## src/rtl/popcnt_accum_if.sv

```systemverilog
// popcnt_accum_if -- handshake bundle for the popcount frame accumulator.
//
// Upstream beat stream : in_valid, in_ready, in_count[5:0], in_last
// Downstream result    : out_valid, out_ready, out_sum[SUM_W-1:0],
//                        out_words[WCNT_W-1:0], out_max[5:0], out_err
//
// The slave modport is the accumulator side. The master modport is the side
// that produces beats and consumes results.
interface popcnt_accum_if #(
    parameter int SUM_W  = 16,
    parameter int WCNT_W = 10
);
    logic              in_valid;
    logic              in_ready;
    logic [5:0]        in_count;
    logic              in_last;
    logic              out_valid;
    logic              out_ready;
    logic [SUM_W-1:0]  out_sum;
    logic [WCNT_W-1:0] out_words;
    logic [5:0]        out_max;
    logic              out_err;

    modport master (
        output in_valid, in_count, in_last, out_ready,
        input  in_ready, out_valid, out_sum, out_words, out_max, out_err
    );

    modport slave (
        input  in_valid, in_count, in_last, out_ready,
        output in_ready, out_valid, out_sum, out_words, out_max, out_err
    );
endinterface

```

## src/rtl/popcnt_accum.sv

```systemverilog
// popcnt_accum -- accumulates per-word popcounts over a frame of beats and
// presents the frame total, beat count, largest beat and an error flag.
//
// Ports:
//   clk  : sole clock, rising edge
//   rst  : synchronous active-high reset
//   bus  : popcnt_accum_if.slave (beat input stream + result output)
//
// Optional build macro POPCNT_ACCUM_SAT_EN: sum overflow saturates at
// 2^SUM_W-1 and flags an error. Without it the sum wraps silently.
//
// The interface instance must use the same SUM_W/WCNT_W as this module.
module popcnt_accum #(
    parameter int SUM_W  = 16,
    parameter int WCNT_W = 10
) (
    input  logic          clk,
    input  logic          rst,
    popcnt_accum_if.slave bus
);

    typedef enum logic [1:0] {
        ST_IDLE  = 2'd0,
        ST_ACCUM = 2'd1,
        ST_HOLD  = 2'd2
    } state_t;

    state_t            state_q, state_d;
    logic [SUM_W-1:0]  sum_q, sum_d;
    logic [WCNT_W-1:0] words_q, words_d;
    logic [5:0]        max_q, max_d;
    logic              err_q, err_d;

    logic              in_ready_s;
    logic              out_valid_s;
    logic              accept_s;
    logic [5:0]        beat_s;
    logic              illegal_s;
    logic              words_full_s;
`ifdef POPCNT_ACCUM_SAT_EN
    logic [SUM_W:0]    sum_ext_s;
`else
    logic [SUM_W-1:0]  sum_wrap_s;
`endif

    // Illegal counts above one full 32-bit word contribute exactly one word.
    function automatic logic [5:0] clamp_count(input logic [5:0] c);
        return (c > 6'd32) ? 6'd32 : c;
    endfunction

    // State and accumulator registers.
    always_ff @(posedge clk) begin
        if (rst) begin
            state_q <= ST_IDLE;
            sum_q   <= {SUM_W{1'b0}};
            words_q <= {WCNT_W{1'b0}};
            max_q   <= 6'd0;
            err_q   <= 1'b0;
        end else begin
            state_q <= state_d;
            sum_q   <= sum_d;
            words_q <= words_d;
            max_q   <= max_d;
            err_q   <= err_d;
        end
    end

    // Handshake outputs are decoded from the state register only, so in_ready
    // never depends combinationally on in_valid.
    always_comb begin
        in_ready_s  = 1'b1;
        out_valid_s = 1'b0;
        case (state_q)
            ST_IDLE:  begin in_ready_s = 1'b1; out_valid_s = 1'b0; end
            ST_ACCUM: begin in_ready_s = 1'b1; out_valid_s = 1'b0; end
            ST_HOLD:  begin in_ready_s = 1'b0; out_valid_s = 1'b1; end
            default:  begin in_ready_s = 1'b1; out_valid_s = 1'b0; end
        endcase
    end

    assign accept_s = bus.in_valid & in_ready_s;

    // Next-state logic.
    always_comb begin
        state_d = state_q;
        case (state_q)
            ST_IDLE, ST_ACCUM: begin
                if (accept_s) begin
                    state_d = bus.in_last ? ST_HOLD : ST_ACCUM;
                end else begin
                    state_d = state_q;
                end
            end
            ST_HOLD: begin
                if (bus.out_ready) begin
                    state_d = ST_IDLE;
                end else begin
                    state_d = ST_HOLD;
                end
            end
            default: state_d = ST_IDLE;
        endcase
    end

    // Accumulator update: fold accepted beats, freeze in HOLD, clear on release.
    always_comb begin
        sum_d        = sum_q;
        words_d      = words_q;
        max_d        = max_q;
        err_d        = err_q;
        beat_s       = clamp_count(bus.in_count);
        illegal_s    = (bus.in_count > 6'd32);
        words_full_s = (words_q == {WCNT_W{1'b1}});
`ifdef POPCNT_ACCUM_SAT_EN
        sum_ext_s    = {1'b0, sum_q} + {{(SUM_W-5){1'b0}}, beat_s};
`else
        sum_wrap_s   = sum_q + {{(SUM_W-6){1'b0}}, beat_s};
`endif
        if (state_q == ST_HOLD) begin
            if (bus.out_ready) begin
                sum_d   = {SUM_W{1'b0}};
                words_d = {WCNT_W{1'b0}};
                max_d   = 6'd0;
                err_d   = 1'b0;
            end else begin
                sum_d   = sum_q;
            end
        end else if (accept_s) begin
            // The word counter sticks at its ceiling; extra beats only flag.
            if (words_full_s) begin
                words_d = words_q;
            end else begin
                words_d = words_q + {{(WCNT_W-1){1'b0}}, 1'b1};
            end
            max_d = (beat_s > max_q) ? beat_s : max_q;
`ifdef POPCNT_ACCUM_SAT_EN
            if (sum_ext_s[SUM_W]) begin
                sum_d = {SUM_W{1'b1}};
            end else begin
                sum_d = sum_ext_s[SUM_W-1:0];
            end
            err_d = err_q | illegal_s | words_full_s | sum_ext_s[SUM_W];
`else
            sum_d = sum_wrap_s;
            err_d = err_q | illegal_s | words_full_s;
`endif
        end else begin
            sum_d = sum_q;
        end
    end

    // Result fields come straight from the frozen accumulator flops.
    assign bus.in_ready  = in_ready_s;
    assign bus.out_valid = out_valid_s;
    assign bus.out_sum   = sum_q;
    assign bus.out_words = words_q;
    assign bus.out_max   = max_q;
    assign bus.out_err   = err_q;

endmodule

```

## src/flat_wrapper.sv

```systemverilog
// flat-port wrapper written by rule: the top's interface ports become plain ports
module popcnt_accum_flat 
#(
    parameter int SUM_W  = 16,
    parameter int WCNT_W = 10
)
  (clk, rst, bus_in_valid, bus_in_count, bus_in_last, bus_out_ready, bus_in_ready, bus_out_valid, bus_out_sum, bus_out_words, bus_out_max, bus_out_err);
  popcnt_accum_if #(.SUM_W(SUM_W), .WCNT_W(WCNT_W)) bus_i ();
  input  logic clk;
  input  logic rst;
  input wire logic [$bits(bus_i.in_valid)-1:0] bus_in_valid;
  input wire logic [$bits(bus_i.in_count)-1:0] bus_in_count;
  input wire logic [$bits(bus_i.in_last)-1:0] bus_in_last;
  input wire logic [$bits(bus_i.out_ready)-1:0] bus_out_ready;
  output wire logic [$bits(bus_i.in_ready)-1:0] bus_in_ready;
  output wire logic [$bits(bus_i.out_valid)-1:0] bus_out_valid;
  output wire logic [$bits(bus_i.out_sum)-1:0] bus_out_sum;
  output wire logic [$bits(bus_i.out_words)-1:0] bus_out_words;
  output wire logic [$bits(bus_i.out_max)-1:0] bus_out_max;
  output wire logic [$bits(bus_i.out_err)-1:0] bus_out_err;
  assign bus_i.in_valid = bus_in_valid;
  assign bus_i.in_count = bus_in_count;
  assign bus_i.in_last = bus_in_last;
  assign bus_i.out_ready = bus_out_ready;
  assign bus_in_ready = bus_i.in_ready;
  assign bus_out_valid = bus_i.out_valid;
  assign bus_out_sum = bus_i.out_sum;
  assign bus_out_words = bus_i.out_words;
  assign bus_out_max = bus_i.out_max;
  assign bus_out_err = bus_i.out_err;
  popcnt_accum #(.SUM_W(SUM_W), .WCNT_W(WCNT_W)) u_core (.clk(clk), .rst(rst), .bus(bus_i));
endmodule
```

## config.mk

```make
export PLATFORM = sky130hd
export DESIGN_NAME = popcnt_accum_flat
export DESIGN_NICKNAME = d
export VERILOG_FILES = /design/src/rtl/popcnt_accum_if.sv /design/src/rtl/popcnt_accum.sv /design/src/flat_wrapper.sv
export SDC_FILE = /design/constraint.sdc
export NUM_CORES = 1
export LEC_CHECK = 0
export CAP_MARGIN = 10
export CORE_ASPECT_RATIO = 1.2
export CORE_MARGIN = 2
export CORE_UTILIZATION = 45
export CTS_BUF_LIST = sky130_fd_sc_hd__clkbuf_8
export CTS_CLUSTER_DIAMETER = 60
export DETAILED_ROUTE_END_ITERATION = 8
export GPL_ROUTABILITY_DRIVEN = 0
export PLACE_DENSITY_LB_ADDON = 0.1
export SLEW_MARGIN = 0
export SYNTH_ARGS = -nofsm -noshare
export SYNTH_HDL_FRONTEND = slang
export SYNTH_SLANG_ARGS = --single-unit
```

## constraint.sdc

```tcl
create_clock -name clk -period 3.6 [get_ports clk]
set_clock_uncertainty 0.1 [all_clocks]
set_input_delay 1.08 -clock clk [delete_from_list [all_inputs] [get_ports clk]]
set_output_delay 1.08 -clock clk [all_outputs]
set_load 0.01 [all_outputs]
```

### Word-level counts from Yosys, hierarchy flattened

Index checks and enable logic that the tools add are counted.

| word-level totals | value |
|---|---|
| register bits | 35 |
| input bits | 11 |
| output and inout bits | 35 |
| logic and storage cells | 46 |

| operators by class | value |
|---|---|
| bitwise operators | 3 |
| equal/unequal tests | 6 |
| mux-type cells | 21 |
| magnitude comparators | 2 |
| $add $sub $neg | 2 |
| reduce and logical (&&, ||, !) cells | 7 |

Operator list:

| operator | count |
|---|---|
| 2-to-1 mux 16 bit | 3 |
| 2-to-1 mux 10 bit | 4 |
| 2-to-1 mux 6 bit | 5 |
| adder 16 x 6 -> 16 bit | 1 |
| adder 10 x 1 -> 10 bit (second input constant) | 1 |
| == test 10 bit (second input constant) | 1 |
| greater-than comparator 6 bit | 1 |
| greater-than comparator 6 bit (second input constant) | 1 |
| 2-to-1 mux 2 bit | 3 |
| AND reduction 3 bit | 2 |
| 2-to-1 mux 1 bit | 5 |
| != test 2 bit (second input constant) | 2 |
| case mux 2 bit (2 select lines) | 1 |
| nonzero test 2 bit | 2 |
| == test 2 x 1 -> 1 bit (second input constant) | 1 |
| == test 2 bit (second input constant) | 1 |
| zero test 2 bit | 1 |
| != test 2 x 1 -> 1 bit (second input constant) | 1 |
| OR 1 bit | 2 |
| AND reduction 2 bit | 1 |
| OR reduction 2 bit | 1 |
| bitwise AND 1 bit | 1 |

### Longest topological paths before layout

| logic depth | value |
|---|---|
| depth after elaboration | 6 |
| mapped depth | 9 |

### Least setup slack after synthesis

OpenSTA, ideal clock, no wires.

| path | value |
|---|---|
| kind | input-to-reg |
| start point | input port bus_in_count[1] |
| end point | register u_core.sum_q[8] (netlist: u_core.bus.out_sum[8]) |
| path slack | 0.480 ns |
| data required time | 3.429 ns |
| stages | 8 |
| arrival | 2.950 ns |
| path through | buf_2 -> nor2b_1 -> xor2_1 -> ha_1 -> o221ai_1 -> o21a_1 -> or4_1 -> a21oi_1 |

| on the way | value |
|---|---|
| longest elaborated chain between the ends | 5 |

RTL lines:

| item | line | source |
|---|---|---|
| start: declaration | flat_wrapper.sv:12 | `input wire logic [$bits(bus_i.in_count)-1:0] bus_in_count;` |
| greater-than comparator 6 bit | popcnt_accum.sv:48 | `return (c > 6'd32) ? 6'd32 : c;` |
| 2-to-1 mux 6 bit (*) | popcnt_accum.sv:48 |  |
| adder 16 x 6 -> 16 bit (*) | popcnt_accum.sv:117 | `sum_wrap_s = sum_q + {{(SUM_W-6){1'b0}}, beat_s};` |
| 2-to-1 mux 16 bit (*) | popcnt_accum.sv:128 | `end else if (accept_s) begin` |
| 2-to-1 mux 16 bit (*) | popcnt_accum.sv:119 | `if (state_q == ST_HOLD) begin` |
| end signal: assignment | popcnt_accum.sv:55 | `sum_q <= {SUM_W{1'b0}};` |
| end signal: assignment | popcnt_accum.sv:61 | `sum_q <= sum_d;` |
| end: declaration | popcnt_accum.sv:29 | `logic [SUM_W-1:0] sum_q, sum_d;` |

Mark *: on every way between the ends. The rest lies on a longest branch, timed or not. The select of a mux whose other input is x is not followed.
A chain may end at the register's enable or synchronous reset.

### Final worst setup path

| path | value |
|---|---|
| start point | input port bus_in_count[5] |
| end point | register u_core.sum_q[8] (netlist: u_core.bus.out_sum[8]) |

Same word-level chain as after synthesis.

==> results.txt <==
The number of search-and-repair iterations in the first detailed-routing pass came out at 4. The async set-reset flop share out of synthesis is 0%. The fraction of final layout cells with drive strength greater than 1 is under 10%.

The net count reported at finish is approximately 340. Counting the buffers created by CTS gives 5. The final-report hold violation count is 0.

The core footprint is between 4000 and 5000 µm². The leading cell type in the layout, fill and taps excluded is sky130_fd_sc_hd__clkdlybuf4s50_1. The synthesized area divided by synthesized cell count is 8.49 µm². The deepest clock path buffer count came out at 2. The mapped cell area is 2250 µm². The most numerous cell type found on the critical path is sky130_fd_sc_hd__ha_1.

The later pin in the worst-skew pair is clocked with a latency of 280 ps. The initial antenna violation count is 0. The relative slew slack came out at a little under three fifths. The signed area change from the synthesized netlist to the final layout is 29.1%. The via count normalized by instance count is a little under 6. The number of buffers and inverters on the critical path is 1. The register area share after synthesis came out at 31.1%.

The post-CTS resize count came out at 0. The number of violations of the max-capacitance limit came out at 0. The final route contains 2183 vias. In the routed design, unresolved DRC markers number 0. The count of flip-flops with a built-in enable after synthesis came out at 0. The count of placed standard cells in the final layout, fillers left out came out at 377.

Global routing finished with a remaining overflow of 0. The first global-routing pass estimated 9250 µm of wire. The overall fraction of global-route tracks in use is roughly 21%. The count of state elements after synthesis is 35.

The count of endpoints failing setup in the final report is 0. The critical path required time is 3710 ps. The upper clock frequency limit is 296 MHz. The sequential power share came out at approximately 45%. Setup repair after global routing left no endpoint under its margin. Along the worst path, the maximum fanout reaches 9.

The tree is rooted in a sky130_fd_sc_hd__clkbuf_8. Traced cell by cell, the critical path runs through clkdlybuf4s50_1, nor2b_1, ha_1, ha_1, o221ai_1, o21a_1, or4_1, a21oi_1. STA puts the critical path data arrival time at around 3500 ps.

Counting every net in the synthesized netlist gives 286. The DRC violation total after the first TritonRoute iteration is ~100. After routing the design area is between 2000 and 3000 µm². The aggregate routed wire length is ~5600 µm. In this run the tool buffered the top-level ports with 45 buffer cells. The run finished with clean final reports. The predominant post-synthesis flop cell is sky130_fd_sc_hd__dfxtp_1.

The count of nets left with antenna violations after detail routing came out at 0. VDD sags by at most about 0.24 mV. The antenna diode instance count came out at 0. The share of power burned in combinational logic came out at a little over a fifth. The internal power of the cells came out at between 0.6 and 0.7 mW.

The chip height came out at 81.5 µm. The final worst setup slack is ~220 ps. The setup slack after placement is -14.2 ps. Clock-pin slew was measured on the worst setup and hold paths at 70 ps. In this run the power spent charging and discharging nets is 0.259 mW. The clock network accounts for 33.8% of the total power. The start-to-end type of the worst setup path is input port to flip-flop. The number of hold buffers added after CTS is 0.

The area share of the largest cell type after synthesis is between 30 and 40%. The tightest min-delay check is of the flip-flop to flip-flop type. The cell leakage power is between 1 and 1.5 nW. The TritonCTS clock tree is built. On the worst path, the slowest cell contributes a delay of approximately 540 ps. STA classifies the critical path endpoint as a flip-flop. The number of top-level pins is 46. The number of fill cells came out at between 400 and 500.

Net switching is between 20% and 30% of the power. The final count of pins violating max slew came out at 0. The actual slew at the worst max-slew pin came out at roughly 660 ps. The wire length per cell after detailed routing is between 10 and 15 µm. The number of global-route vias before repair came out at 1975. STA classifies the critical path startpoint as an input port.

sky130_fd_sc_hd__dfxtp_1 takes more of the synthesized area than any other cell. The floorplan step defined a die boundary enclosing about 5600 µm². The count of synthesis-stage warnings from yosys came out at 0. In the layout the commonest cells are 45 x sky130_fd_sc_hd__clkdlybuf4s50_1, 35 x sky130_fd_sc_hd__dfxtp_1, 18 x sky130_fd_sc_hd__nand2_1. The setup fix buffers added after clock tree synthesis came out at 0. The post-placement cell area is 2800 µm². In this run the horizontal extent of the chip is approximately 70 µm. The sink count of the clock tree came out at 35. The pin count of the biggest net entering global routing came out at 21.

By area the synthesized netlist is led by sky130_fd_sc_hd__dfxtp_1 31%, sky130_fd_sc_hd__ha_1 5.6%, sky130_fd_sc_hd__mux2i_1 4.0%, sky130_fd_sc_hd__a21oi_1 3.3%, sky130_fd_sc_hd__nand3b_1 3.3%. For this design, the slowest cell found on the critical path is sky130_fd_sc_hd__clkdlybuf4s50_1. The post-route fraction of the period consumed by the critical path is 93.9%. The depth of the CTS H-tree came out at 2. The minimum clock period is ~3400 ps. The count of standard-cell rows came out at 28. Detailed placement ended at an HPWL of 4220 µm. The cell family contributing the most delay on the critical path is simple AND/OR/NAND/NOR gates. The aggregate negative setup slack came out at 0 ps. The count of mapped cells out of synthesis is about 270. The number of different library cells used by synthesis comes to 60.

Including well taps, the total number of placed cells is between 300 and 400. The starting density of the core came out at a little under half. The cell area power density is about 320 nW/µm².
metal layers:
metal  up-vias  global-route usage, %  share of wire, %
li1       1102                      -                 -
met1      1028                   27.7                46
met2        45                   35.9                48
met3         8                   3.29               3.7
met4         0                   7.80               2.3
met5         -                      0                 0
through the flow:
step           power (mW)  hold WS [ps]  util (%)
4_1_cts             0.941           374      59.6
3_5_place_dp        0.625           364      57.5
5_1_grt             0.980           403      59.6
3_3_place_gp        0.624           355      57.5
2_1_floorplan       0.543           361         -
6_report            0.931           372      59.6
path summary, 6_finish.rpt:
kind,startpoint,endpoint,slack [ps],depth (start not counted)
min,u_core.bus.out_sum[15],u_core.bus.out_sum[15],370,2
min reg2reg,u_core.bus.out_sum[15],u_core.bus.out_sum[15],370,2
max,bus_in_count[5],u_core.bus.out_sum[8],220,8
max reg2reg,u_core.bus.out_sum[1],u_core.bus.out_sum[8],1390,6
logic make-up (layout without fill, tap and decap cells):
family / after synthesis / in the layout / synth area share, %
adder cells (fa/ha/maj): 10 / 10 / 5.56
AO/OA/AOI/OAI: 71 / 71 / 23.5
multiplexers: 10 / 10 / 4.51
AND/OR/NAND/NOR: 103 / 103 / 26.3
flip-flops: 35 / 35 / 31.1
buffers and inverters: 25 / 77 / 4.73
XOR/XNOR: 11 / 11 / 4.28
layout make-up:
type	count	area, µm²	share of cell area (%)
Multi-Input combinational cell	205	1440	49.7
Timing Repair Buffer	56	533	18.4
Sequential cell	35	701	24.1
Clock buffer	7	96.3	3.32
Inverter	13	48.8	1.68
Tap cell	60	75.1	2.59
Clock inverter	1	7.51	0.259
worst reg2reg max path, stage by stage, from the launching register on:
cell and delay (ps):
sky130_fd_sc_hd__dfxtp_1 470, sky130_fd_sc_hd__xor2_1 190, sky130_fd_sc_hd__ha_1 240, sky130_fd_sc_hd__o221ai_1 150, sky130_fd_sc_hd__o21a_1 310, sky130_fd_sc_hd__or4_1 530, sky130_fd_sc_hd__a21oi_1 140
power by group through the flow:
stage,Sequential (mW),Combinational (mW),Clock [mW]
after global routing,0.425,0.214,0.341
after CTS,0.422,0.195,0.324
after floorplan,0.433,0.110,0
after global placement,0.431,0.193,0
after detailed placement,0.431,0.194,0
final,0.422,0.194,0.315
flip-flops by register name, indices dropped and copies added (netlist names):
register,count
u_core.bus.out_max,6
u_core.state_q,2
u_core.bus.out_err,1
u_core.bus.out_sum,16
u_core.bus.out_words,10
Yosys cell counts (all sizes together) (7+ instances only):
cell type	n
a21oi	16
clkbuf	7
dfxtp	35
ha	10
inv	13
mux2i	9
nand2	18
nand2b	11
nand3	10
nand3b	10
nor2	15
nor2b	7
o31ai	7
xnor2	8
(Power assumes the default switching activity.)
==> RTL edit, RTL diff (same flow settings) <==
Add a define of `POPCNT_ACCUM_SAT_EN`.
--- a/src/rtl/popcnt_accum.sv
+++ b/src/rtl/popcnt_accum.sv
@@ -11,4 +11,6 @@
 //
 // The interface instance must use the same SUM_W/WCNT_W as this module.
+`define POPCNT_ACCUM_SAT_EN
+
 module popcnt_accum #(
     parameter int SUM_W  = 16,
Function: same outputs for any inputs over 10 cycles, from zero or initial values and one cycle with rst high; that may be too few to reach the edited logic, so the function may still have changed.
==> RTL edit against the unedited design <==
Die area fell by 7.5%; wire length fell by 5.4%; design area decreased by 3.0%; highest routed layer unchanged; synthesized area shrank 8.0%; count of clock-buffer cells in the layout fell by 2; via count shrank 7.1%; sequential cell count stayed put; critical path type unchanged; register-to-register slack got worse by 0.13 ns; critical path depth grew 3; utilization rose by 3.1 points; power shrank 5.0%; setup slack lost 0.043 ns.
==> RTL edit: results (changes against the unedited design) <==
Power
  • Peak supply drop: 0.000233 V (-1.6%)
  • Sw Ratio: 28.7% (+0.94 points)
  • Leakage power: 0.00107 uW (+1.6%)

Timing
  • Fin Hold WS: 0.386 ns (+0.0142 ns)
  • Max transition margin: 61.9% (+6.5 points)
  • Min Tclk post-route: 3.42 ns (+0.0433 ns)

Yosys
  • Syn Nets: 263 (-8.0%)
  • Synth cell types: 53 (-12%)
  • Syn Inst Count: 240 (-9.4%)
  • Synth area leaders: dfxtp_1 (34%), ha_1 (6.6%), xnor2_1 (4.2%), inv_1 (3.6%), nor2_1 (3.6%)
  • XOR/XNOR Fraction of Synth Area: 4.65% (+0.37 points)
  • Seq/Total Area, Yosys: 33.8% (+2.7 points)

Routing
  • WL met3: 240 microns (+17%)
  • DRT iter0 DRCs: 80 (-22%)
  • Met1 WL: 2.46 mm (-4.4%)
  • DR WL met2: 2.55 mm (-6.1%)
  • Wirelength, routed: 5.33 mm (-5.4%)

Placement
  • Dpl hpwl: 4.09 mm (-3.1%)
  • Dpl cell area: 0.00272 sq mm (-2.7%)

Setup path
  • Arr. time, crit path: 3.53 ns (+0.04 ns)
  • Worst r2r src: u_core.bus.out_sum[0]

Global routing
  • M2 GR Usage: 35.1% (-0.81 points)
  • Global-route wire length before repair: 8.57 mm (-7.4%)
  • Met3 usage: 5.01% (+1.7 points)

Cells and area
  • FILL cells: 406 (-10%)
  • Share of cells above drive strength 1: 12.3% (+3.5 points)

Min path
  • Hold path depth: 1 (-1)
  • Hold path start: u_core.bus.out_max[4]

Outcome
  • Status: completed
RTL edit: cell count changes after synthesis, sizes merged, moves of 4 or more:
cell     before  now
buf           5    1
and2          2    6
nor3          1    7
a21oi        16    9
o31ai         7    0
mux2i         9    2
nand2b       11    4
a211o         4    0
o2bb2ai       0    6
nor2         15   21
inv          13   20
or4           5    1
a221o         0    5
nand3b       10    2
RTL edit: power groups by stage:
| stage | combinational [uW] | sequential (uW) | clock (uW) |
|---|---|---|---|
| 3_5_place_dp | 190 | 425 | 0 |
| 4_1_cts | 191 | 416 | 284 |
| 5_1_grt | 209 | 418 | 306 |
| 3_3_place_gp | 188 | 424 | 0 |
| 6_report | 191 | 416 | 278 |
| 2_1_floorplan | 97.7 | 428 | 0 |
RTL edit: layout make-up:
cell class | count | area share [%]
well taps | 58 | 2.58
repair buffers | 65 | 21.3
clock inverters | 3 | 0.533
inverters | 20 | 2.66
multi-input cells | 180 | 45.6
flip-flops and latches | 35 | 24.9
clock buffers | 5 | 2.44
